$ cat src/rtl/rca_share_arbiter_pkg.sv
// Shared definitions for the two-requester adder-sharing arbiter.
package rca_share_arbiter_pkg;

    localparam int NUM_REQ = 2;

    typedef logic req_id_t;

    // Requester 1 counts as the last winner out of reset, so requester 0 wins first.
    localparam req_id_t RR_RESET_LAST = 1'b1;

endpackage

$ cat src/rtl/rca_share_arbiter_rca.sv
// Plain ripple-carry adder used as the shared datapath.
module rca_share_arbiter_rca #(
    parameter int BITS = 8
) (
    input  logic [BITS-1:0] i_a,
    input  logic [BITS-1:0] i_b,
    input  logic            i_cin,
    output logic [BITS-1:0] o_sum,
    output logic            o_cout
);

    logic [BITS:0] w_carry;

    assign w_carry[0] = i_cin;

    for (genvar k = 0; k < BITS; k++) begin : g_fa
        assign o_sum[k]       = i_a[k] ^ i_b[k] ^ w_carry[k];
        assign w_carry[k+1]   = (i_a[k] & i_b[k]) | (w_carry[k] & (i_a[k] ^ i_b[k]));
    end

    assign o_cout = w_carry[BITS];

endmodule

$ cat src/rtl/rca_share_arbiter_rr_arbiter2.sv
// Two-way round-robin arbiter: combinational grant plus the last-winner register.
module rr_arbiter2
    import rca_share_arbiter_pkg::*;
(
    input  logic               i_clk,
    input  logic               i_rst,
    input  logic [NUM_REQ-1:0] i_elig,
    output logic [NUM_REQ-1:0] o_grant
);

    req_id_t r_last_grant;

    // No grant is issued in a reset cycle, so nothing is accepted then.
    always_comb begin
        o_grant = '0;
        if (!i_rst) begin
            case (i_elig)
                2'b01:   o_grant = 2'b01;
                2'b10:   o_grant = 2'b10;
                2'b11:   o_grant = (r_last_grant == 1'b1) ? 2'b01 : 2'b10;
                default: o_grant = 2'b00;
            endcase
        end
    end

    always_ff @(posedge i_clk) begin
        if (i_rst) begin
            r_last_grant <= RR_RESET_LAST;
        end else if (o_grant[0]) begin
            r_last_grant <= 1'b0;
        end else if (o_grant[1]) begin
            r_last_grant <= 1'b1;
        end
    end

endmodule

$ cat src/rtl/rca_share_arbiter.sv
// One ripple-carry adder shared round-robin between two requesters,
// each with a registered response slot.
module rca_share_arbiter
    import rca_share_arbiter_pkg::*;
#(
    parameter int BITS = 8
) (
    input  logic                    clk,
    input  logic                    rst,
    input  logic [NUM_REQ-1:0]      req_valid,
    output logic [NUM_REQ-1:0]      req_ready,
    input  logic [NUM_REQ*BITS-1:0] req_a,
    input  logic [NUM_REQ*BITS-1:0] req_b,
    input  logic [NUM_REQ-1:0]      req_cin,
    output logic [NUM_REQ-1:0]      resp_valid,
    input  logic [NUM_REQ-1:0]      resp_ready,
    output logic [NUM_REQ*BITS-1:0] resp_sum,
    output logic [NUM_REQ-1:0]      resp_cout
);

    logic [NUM_REQ-1:0]            w_elig;
    logic [NUM_REQ-1:0]            w_grant;
    logic                          w_sel;
    logic [BITS-1:0]               w_add_a;
    logic [BITS-1:0]               w_add_b;
    logic                          w_add_cin;
    logic [BITS-1:0]               w_sum;
    logic                          w_cout;

    logic [NUM_REQ-1:0][BITS-1:0]  r_sum;
    logic [NUM_REQ-1:0]            r_cout;
    logic [NUM_REQ-1:0]            r_valid;

    // A slot being drained this cycle can be refilled this cycle.
    assign w_elig = req_valid & (~r_valid | resp_ready);

    rr_arbiter2 u_arb (
        .i_clk   (clk),
        .i_rst   (rst),
        .i_elig  (w_elig),
        .o_grant (w_grant)
    );

    assign w_sel = w_grant[1];

    // Adder inputs held at zero when idle to keep the carry chain quiet.
    always_comb begin
        w_add_a   = '0;
        w_add_b   = '0;
        w_add_cin = 1'b0;
        if (|w_grant) begin
            w_add_a   = w_sel ? req_a[BITS +: BITS] : req_a[0 +: BITS];
            w_add_b   = w_sel ? req_b[BITS +: BITS] : req_b[0 +: BITS];
            w_add_cin = req_cin[w_sel];
        end
    end

    rca_share_arbiter_rca #(.BITS(BITS)) u_rca (
        .i_a    (w_add_a),
        .i_b    (w_add_b),
        .i_cin  (w_add_cin),
        .o_sum  (w_sum),
        .o_cout (w_cout)
    );

    always_ff @(posedge clk) begin
        if (rst) begin
            r_sum   <= '0;
            r_cout  <= '0;
            r_valid <= '0;
        end else begin
            for (int i = 0; i < NUM_REQ; i++) begin
                if (w_grant[i]) begin
                    r_sum[i]   <= w_sum;
                    r_cout[i]  <= w_cout;
                    r_valid[i] <= 1'b1;
                end else if (resp_ready[i]) begin
                    r_valid[i] <= 1'b0;
                end
            end
        end
    end

    assign req_ready  = w_grant;
    assign resp_valid = r_valid;
    assign resp_sum   = r_sum;
    assign resp_cout  = r_cout;

endmodule

$ cat config.mk
export PLATFORM = sky130hd
export DESIGN_NAME = rca_share_arbiter
export DESIGN_NICKNAME = d
export VERILOG_FILES = /design/src/rtl/rca_share_arbiter_pkg.sv /design/src/rtl/rca_share_arbiter_rca.sv /design/src/rtl/rca_share_arbiter_rr_arbiter2.sv /design/src/rtl/rca_share_arbiter.sv
export SDC_FILE = /design/constraint.sdc
export NUM_CORES = 1
export LEC_CHECK = 0
export ABC_CLOCK_PERIOD_IN_PS = 5360
export BUFFER_PORTS_ARGS = -buffer_cell sky130_fd_sc_hd__buf_2
export CAP_MARGIN = 20
export CORE_ASPECT_RATIO = 0.5
export CORE_MARGIN = 2
export CORE_UTILIZATION = 35
export CTS_CLUSTER_SIZE = 28
export DETAILED_ROUTE_END_ITERATION = 8
export GPL_ROUTABILITY_DRIVEN = 0
export SLEW_MARGIN = 25
export SYNTH_ARGS = -nofsm -noshare
export SYNTH_HDL_FRONTEND = slang
export SYNTH_SLANG_ARGS = --single-unit
$ cat constraint.sdc
create_clock -name clk -period 5.36 [get_ports clk]
set_input_delay 0.804 -clock clk [delete_from_list [all_inputs] [get_ports clk]]
set_output_delay 0.804 -clock clk [all_outputs]
set_load 0.03 [all_outputs]
==> results_dict.tcl, run 1 <==
set metrics [dict create \
    critPathCaptureType "flip-flop" \
    ys_top_cells_by_area "dfxtp_1, mux2i_1, fa_1" \
    synthFlopType "dfxtp_1" \
    netSwitchingFraction_pct 31.9 \
    num_vias 1182 \
    synth_xor_area_share_pct 0 \
    setup_tns_ns 0 \
    antennaDiodeCount 0 \
    die_area_sq_um 4370 \
    tightest_slew_ns 0.654 \
    path_clk_slew_ns 0.07 \
    synthMuxAreaShare_pct 13.4 \
    gr-usage-all-layers_pct 14.2 \
    numCtsBuffers 3 \
    synth_edf_count 0 \
    synth_top_area_share_pct 31.4 \
    power.internal_w 0.000272 \
    cts-root-buf "clkbuf_8" \
    cts_tree "yes" \
    regToRegStartpoint "resp_valid[1]$_SDFFE_PP0P_" \
    routedWlPerCell_um 12.2 \
    synthAdderAreaFrac_pct 12.0 \
    drive_above_1_share_pct 39.1 \
    worstReg2RegEnd "resp_sum[15]$_SDFFE_PP0N_" \
    hpwl_mm 2.42 \
    crit_path_end "resp_sum[15]$_SDFFE_PP0N_" \
    yosysSeqAreaShare_pct 31.4 \
    start_util_pct 37.8 \
    pwr-share-clk_pct 24.9 \
    synth_top_cells_by_count "dfxtp_1, nand2_1, mux2i_1" \
    crit_type "input port to flip-flop" \
    clock_latency_ns 0.25 \
    first_pass_iters 4 \
    ys_ff_latch 21 \
    yosysWarnings 0 \
    yosysUniqueCellTypes 21 \
    area_growth_pct 27.9 \
    maxSlewHeadroom_pct 56.2 \
    final_max_slew_viol_count 0 \
    status "completed" \
    fin_crit_sh_pct 88.3 \
    avgViaCountPerCell 4.77 \
    cts_buffer_depth 2 \
    cts_resized 0 \
    pwr-share-seq_pct 43.7 \
    grt_start_max_net_pins 29 \
    dr.first_iter.drc_count 44 \
    fin_skew_ns 0.000957 \
    drc_errors 0 \
    drv_cap 0 \
    die_x_um 91.5 \
    switching_power_w 0.000127 \
    whs_ns 0.458 \
    hold_violations 0 \
    synth-compound-area-share_pct 17.0 \
    cts_hold_buf 0 \
    p_per_area_nw_per_um2 233 \
    ioPinCount 62 \
    r2r_slack_ns 0.91 \
    wirelength_mm 3.03 \
    fin_area_sq_um 1710 \
    crit_fanout 24 \
    grt_pass1_vias 1112 \
    synth_top_family_by_area "simple AND/OR/NAND/NOR gates" \
    crit_path_start "resp_ready[1]" \
    grt_overflow 0 \
    min_path_type "flip-flop to flip-flop" \
    ir_drop_mv 0.0826 \
    syn_avg_cell_area_sq_um 9.64 \
    cts.sinks 21 \
    grt_pass1_wl_mm 4.86 \
    rows 15 \
    fmax_mhz 211 \
    cp.required_ns 5.54 \
    rsz0062_at_grt "false" \
    place_area_sq_um 1670 \
    cts-htree-levels 1 \
    p_leak_nw 0.778 \
    port_buffers 61 \
    fin_nets 246 \
    syn_area_sq_um 1340 \
    start_kind "input port" \
    core_area_sq_um 3550 \
    fin_util_pct 48.3 \
    min_period_ns 4.73 \
    placed_cells 244 \
    antenna_found_initial 0 \
    async_flop_share_pct 0 \
    comb_power_share_pct 31.4 \
    arrival_ns 4.92 \
    synth_top_cell_by_area "dfxtp_1" \
    ant_nets 0 \
    stdcell_count 248 \
    r2r_cells 14 \
    synth_cells 139 \
    fp.dieH_um 47.8 \
    setup_viol 0 \
    synthSimpleGateAreaFrac_pct 20.4 \
    cts_setup_buffers 0 \
    syn-num-nets 187 \
]
worst min-delay path by stage:
stage | cells after the start | end | start | slack [ns]
after floorplan | 2 | u_arb.r_last_grant$_SDFFE_PP1P_ | u_arb.r_last_grant$_SDFFE_PP1P_ | 0.49
after global placement | 2 | resp_sum[8]$_SDFFE_PP0N_ | resp_sum[8]$_SDFFE_PP0N_ | 0.44
after detailed placement | 2 | resp_cout[0]$_SDFFE_PP0P_ | resp_cout[0]$_SDFFE_PP0P_ | 0.45
after CTS | 2 | resp_sum[10]$_SDFFE_PP0N_ | resp_sum[10]$_SDFFE_PP0N_ | 0.46
after global routing | 2 | resp_sum[7]$_SDFFE_PP0P_ | resp_sum[7]$_SDFFE_PP0P_ | 0.47
final | 2 | resp_sum[1]$_SDFFE_PP0P_ | resp_sum[1]$_SDFFE_PP0P_ | 0.46
flip-flops by register name, summed over array words and instances (netlist names):
signal,cells
resp_sum,16
resp_cout,2
u_arb.r_last_grant,1
resp_valid,2
metrics by stage:
step | power [W] | setup WS (ns)
finish | 0.000399 | 0.626
global route | 0.000426 | 0.373
detailed placement | 0.000305 | 0.329
CTS | 0.000407 | 0.594
global placement | 0.000305 | 0.423
floorplan | 0.000267 | 0.677
cell usage in the layout (no fill, tap or decap):
cell / instances
a21oi_1: 3
buf_2: 61
nand2b_1: 3
clkbuf_8: 3
a32oi_1: 12
clkbuf_1: 1
nor2_1: 3
dfxtp_1: 21
o211ai_1: 1
o211a_1: 1
inv_1: 2
o211a_4: 1
fa_1: 8
o21ai_0: 2
buf_4: 4
o211ai_2: 1
a32o_1: 5
and2b_1: 2
nand2_1: 21
mux2i_1: 18
nor2b_1: 17
or2_2: 7
worst max-delay path, cell delays in order:
cell	delay, ns
buf_2	0.10
nor2b_1	0.20
o211a_4	0.40
a32o_1	0.24
fa_1	0.19
fa_1	0.16
inv_1	0.05
fa_1	0.37
fa_1	0.39
fa_1	0.41
fa_1	0.39
fa_1	0.39
fa_1	0.42
or2_2	0.29
mux2i_1	0.12
cells by family (layout without fill, tap and decap cells):
kind of cell / count (synthesis) / in the layout
fa+ha+maj: 8 / 8
simple gates: 53 / 53
buf+inv: 13 / 71
mux: 18 / 18
compound gates: 26 / 26
flops: 21 / 21
metal layers:
metal / vias to the layer above / wire length, um / track usage [%]
met2: 26 / 1370 / 25.4
met5: - / 0 / 0
met1: 550 / 1500 / 18.4
met4: 0 / 21 / 1.82
met3: 2 / 136 / 3.94
li1: 604 / - / -
layout make-up:
class                   instances  area [sq um]
clock buffers                   4          45.0
inverters                       2          7.51
flip-flops and latches         21           420
fillers                       358          1830
multi-input cells             105           842
repair buffers                 65           335
well taps                      51          63.8
power by group through the flow:
stage                     clock (W)  sequential [W]  combinational (W)
final                     0.0000994        0.000174           0.000125
after global routing       0.000111        0.000176           0.000139
after CTS                  0.000105        0.000174           0.000128
after detailed placement          0        0.000178           0.000127
after global placement            0        0.000178           0.000128
after floorplan                   0        0.000201          0.0000665
Power figures use the tool's default switching activity.
==> run 2: changes to the inputs <==
--- a/config.mk
+++ b/config.mk
@@ -17,4 +17,5 @@
 export SLEW_MARGIN = 25
 export SYNTH_ARGS = -nofsm -noshare
 export SYNTH_HDL_FRONTEND = slang
+export SYNTH_HIERARCHICAL = 1
 export SYNTH_SLANG_ARGS = --single-unit
==> run 2 against run 1 <==
- non-clock buffer count rose by 3
- setup slack lost 0.15 ns
- sequential share of layout area is 2.0 points higher
- synthesized area shrank 13%
- critical endpoint is now resp_sum[7]$_SDFFE_PP0P_
- largest power group unchanged
- highest routed layer unchanged
==> results_dict.tcl, run 2 <==
set metrics [dict create \
    drv_cap 0 \
    syn_area_sq_um 1160 \
    area_growth_pct 36.5 \
    path_cells "buf_2 > nand2b_1 > and2_4 > a211oi_4 > nor2b_2 > a22o_1 > fa_1 > inv_1 > fa_1 > inv_1 > fa_2 > fa_2 > fa_2 > fa_2 > fa_1 > inv_1 > fa_1 > inv_1 > mux2i_1 > nor2_1" \
    rows 14 \
    fmax_mhz 205 \
    place_area_sq_um 1540 \
    dr.first_iter.drc_count 42 \
    start_util_pct 37.7 \
    crit_path_top_delay_cell "fa_1" \
    hpwl_mm 2.15 \
    synth_top_cells_by_count "dfxtp_1, mux2i_1, nor2_1" \
    setup_viol 0 \
    num_vias 987 \
    layout_common_cells "buf_2, dfxtp_1, mux2i_1, nor2_1, a22o_1" \
    die_area_sq_um 3830 \
    arrival_ns 5.08 \
    cts-htree-levels 1 \
    fin_area_sq_um 1590 \
    cts.sinks 21 \
    critPathCaptureType "flip-flop" \
    setup_tns_ns 0 \
    cts_hold_buf 0 \
    gr-usage-all-layers_pct 13.8 \
    grt_start_max_net_pins 17 \
    tightest_slew_ns 0.329 \
    largest_register_ffs 16 \
    min_path_type "flip-flop to flip-flop" \
    cts_setup_buffers 0 \
    crit_type "input port to flip-flop" \
    cp.required_ns 5.56 \
    yosysUniqueCellTypes 17 \
    drc_errors 0 \
    cts_buffer_depth 2 \
    ioPinCount 62 \
    grt_pass1_vias 896 \
    grt_overflow 0 \
    min_period_ns 4.88 \
    ant_nets 0 \
    antennaDiodeCount 0 \
    synth_top_cell_by_area "dfxtp_1" \
    max_stage_delay_ns 0.41 \
    drive_above_1_share_pct 44.7 \
    cts_resized 0 \
    synth_most_common_cell "dfxtp_1" \
    status "completed" \
    fin_crit_sh_pct 91.1 \
    ys_top_cells_by_area "dfxtp_1, mux2i_1, fa_1" \
    syn_avg_cell_area_sq_um 10.1 \
    numCtsBuffers 3 \
    grt_pass1_wl_mm 3.99 \
    cts_tree "yes" \
    final_max_slew_viol_count 0 \
    ys_ff_latch 21 \
    fp.dieH_um 44.8 \
    syn-num-nets 163 \
    p_leak_nw 0.793 \
    ir_drop_mv 0.132 \
    routedWlPerCell_um 11.9 \
    first_pass_iters 4 \
    synth_cells 115 \
    fin_skew_ns 0.00554 \
    port_buffers 61 \
    start_kind "input port" \
    maxSlewHeadroom_pct 78.0 \
    rsz0062_at_grt "false" \
    crit_fanout 7 \
    synth_top_area_share_pct 36.2 \
    wirelength_mm 2.60 \
    p_per_area_nw_per_um2 236 \
    async_flop_share_pct 0 \
    n_fill_cell 292 \
    yosysSeqAreaShare_pct 36.2 \
    antenna_found_initial 0 \
    hold_violations 0 \
    synthFlopType "dfxtp_1" \
    avgViaCountPerCell 4.51 \
    final_common_cell "buf_2" \
    core_area_sq_um 3080 \
    path_clk_slew_ns 0.07 \
    synth_edf_count 0 \
    fin_nets 228 \
    clock_latency_ns 0.26 \
    die_x_um 85.5 \
    yosysWarnings 6 \
    cts-root-buf "clkbuf_8" \
]
[run 2: final cells by class]
class,instances,area [sq um],share of cell area (%)
clock buffer,4,45.0,2.84
multi-input combinational,72,661,41.6
inverter,14,52.6,3.31
sequential,21,420,26.5
timing repair buffer,68,358,22.6
tap,40,50.0,3.15
[run 2: report_power, final]
group	switching [W]	internal (W)	total (W)
combinational	0.0000587	0.0000467	0.000105
sequential	0.00000431	0.000164	0.000168
clock	0.0000486	0.0000529	0.000101
[run 2: path summary, 6_finish.rpt]
check                             startpoint                        to  slack (ns)  depth (start not counted)
hold reg to reg     resp_sum[1]$_SDFFE_PP0P_  resp_sum[1]$_SDFFE_PP0P_        0.49                          2
setup / recovery               resp_ready[0]  resp_sum[7]$_SDFFE_PP0P_        0.48                         20
hold / removal      resp_sum[1]$_SDFFE_PP0P_  resp_sum[1]$_SDFFE_PP0P_        0.49                          2
setup reg to reg  resp_valid[1]$_SDFFE_PP0P_  resp_sum[7]$_SDFFE_PP0P_        0.82                         20
[run 2: per-layer routing]
metal	share of wire [%]	GRT usage [%]	vias up
met3	8.0	3.29	2
met1	49	19.4	435
li1	-	-	512
met5	0	0	-
met4	0.77	3.81	0
met2	42	21.6	38
[run 2: kinds of logic after synthesis]
kind of cell | Yosys count | synth area share (%)
AOI/OAI and AO/OA | 21 | 15.1
muxes | 18 | 15.5
buffers and inverters | 22 | 9.58
and+or+nand+nor | 25 | 9.90
DFF | 21 | 36.2
adders and majority gates | 8 | 13.8
[run 2: per-stage QoR]
stage	power (W)	worst slack (ns)	cells	utilization (%)	hold WS [ns]
after CTS	0.000381	0.501	219	51.5	0.501
final	0.000375	0.478	219	51.5	0.494
after floorplan	0.000242	0.00891	115	-	0.543
after global placement	0.000277	0.308	215	50.0	0.469
after global routing	0.000397	0.278	219	51.5	0.518
after detailed placement	0.000278	0.233	215	50.0	0.482
[run 2: critical path, delay by kind of cell]
| family | cells | cell delay [ns] |
|---|---|---|
| buf+inv | 5 | 0.39 |
| fa+ha+maj | 8 | 2.77 |
| mux | 1 | 0.07 |
| simple gates | 4 | 0.54 |
| compound gates | 2 | 0.50 |
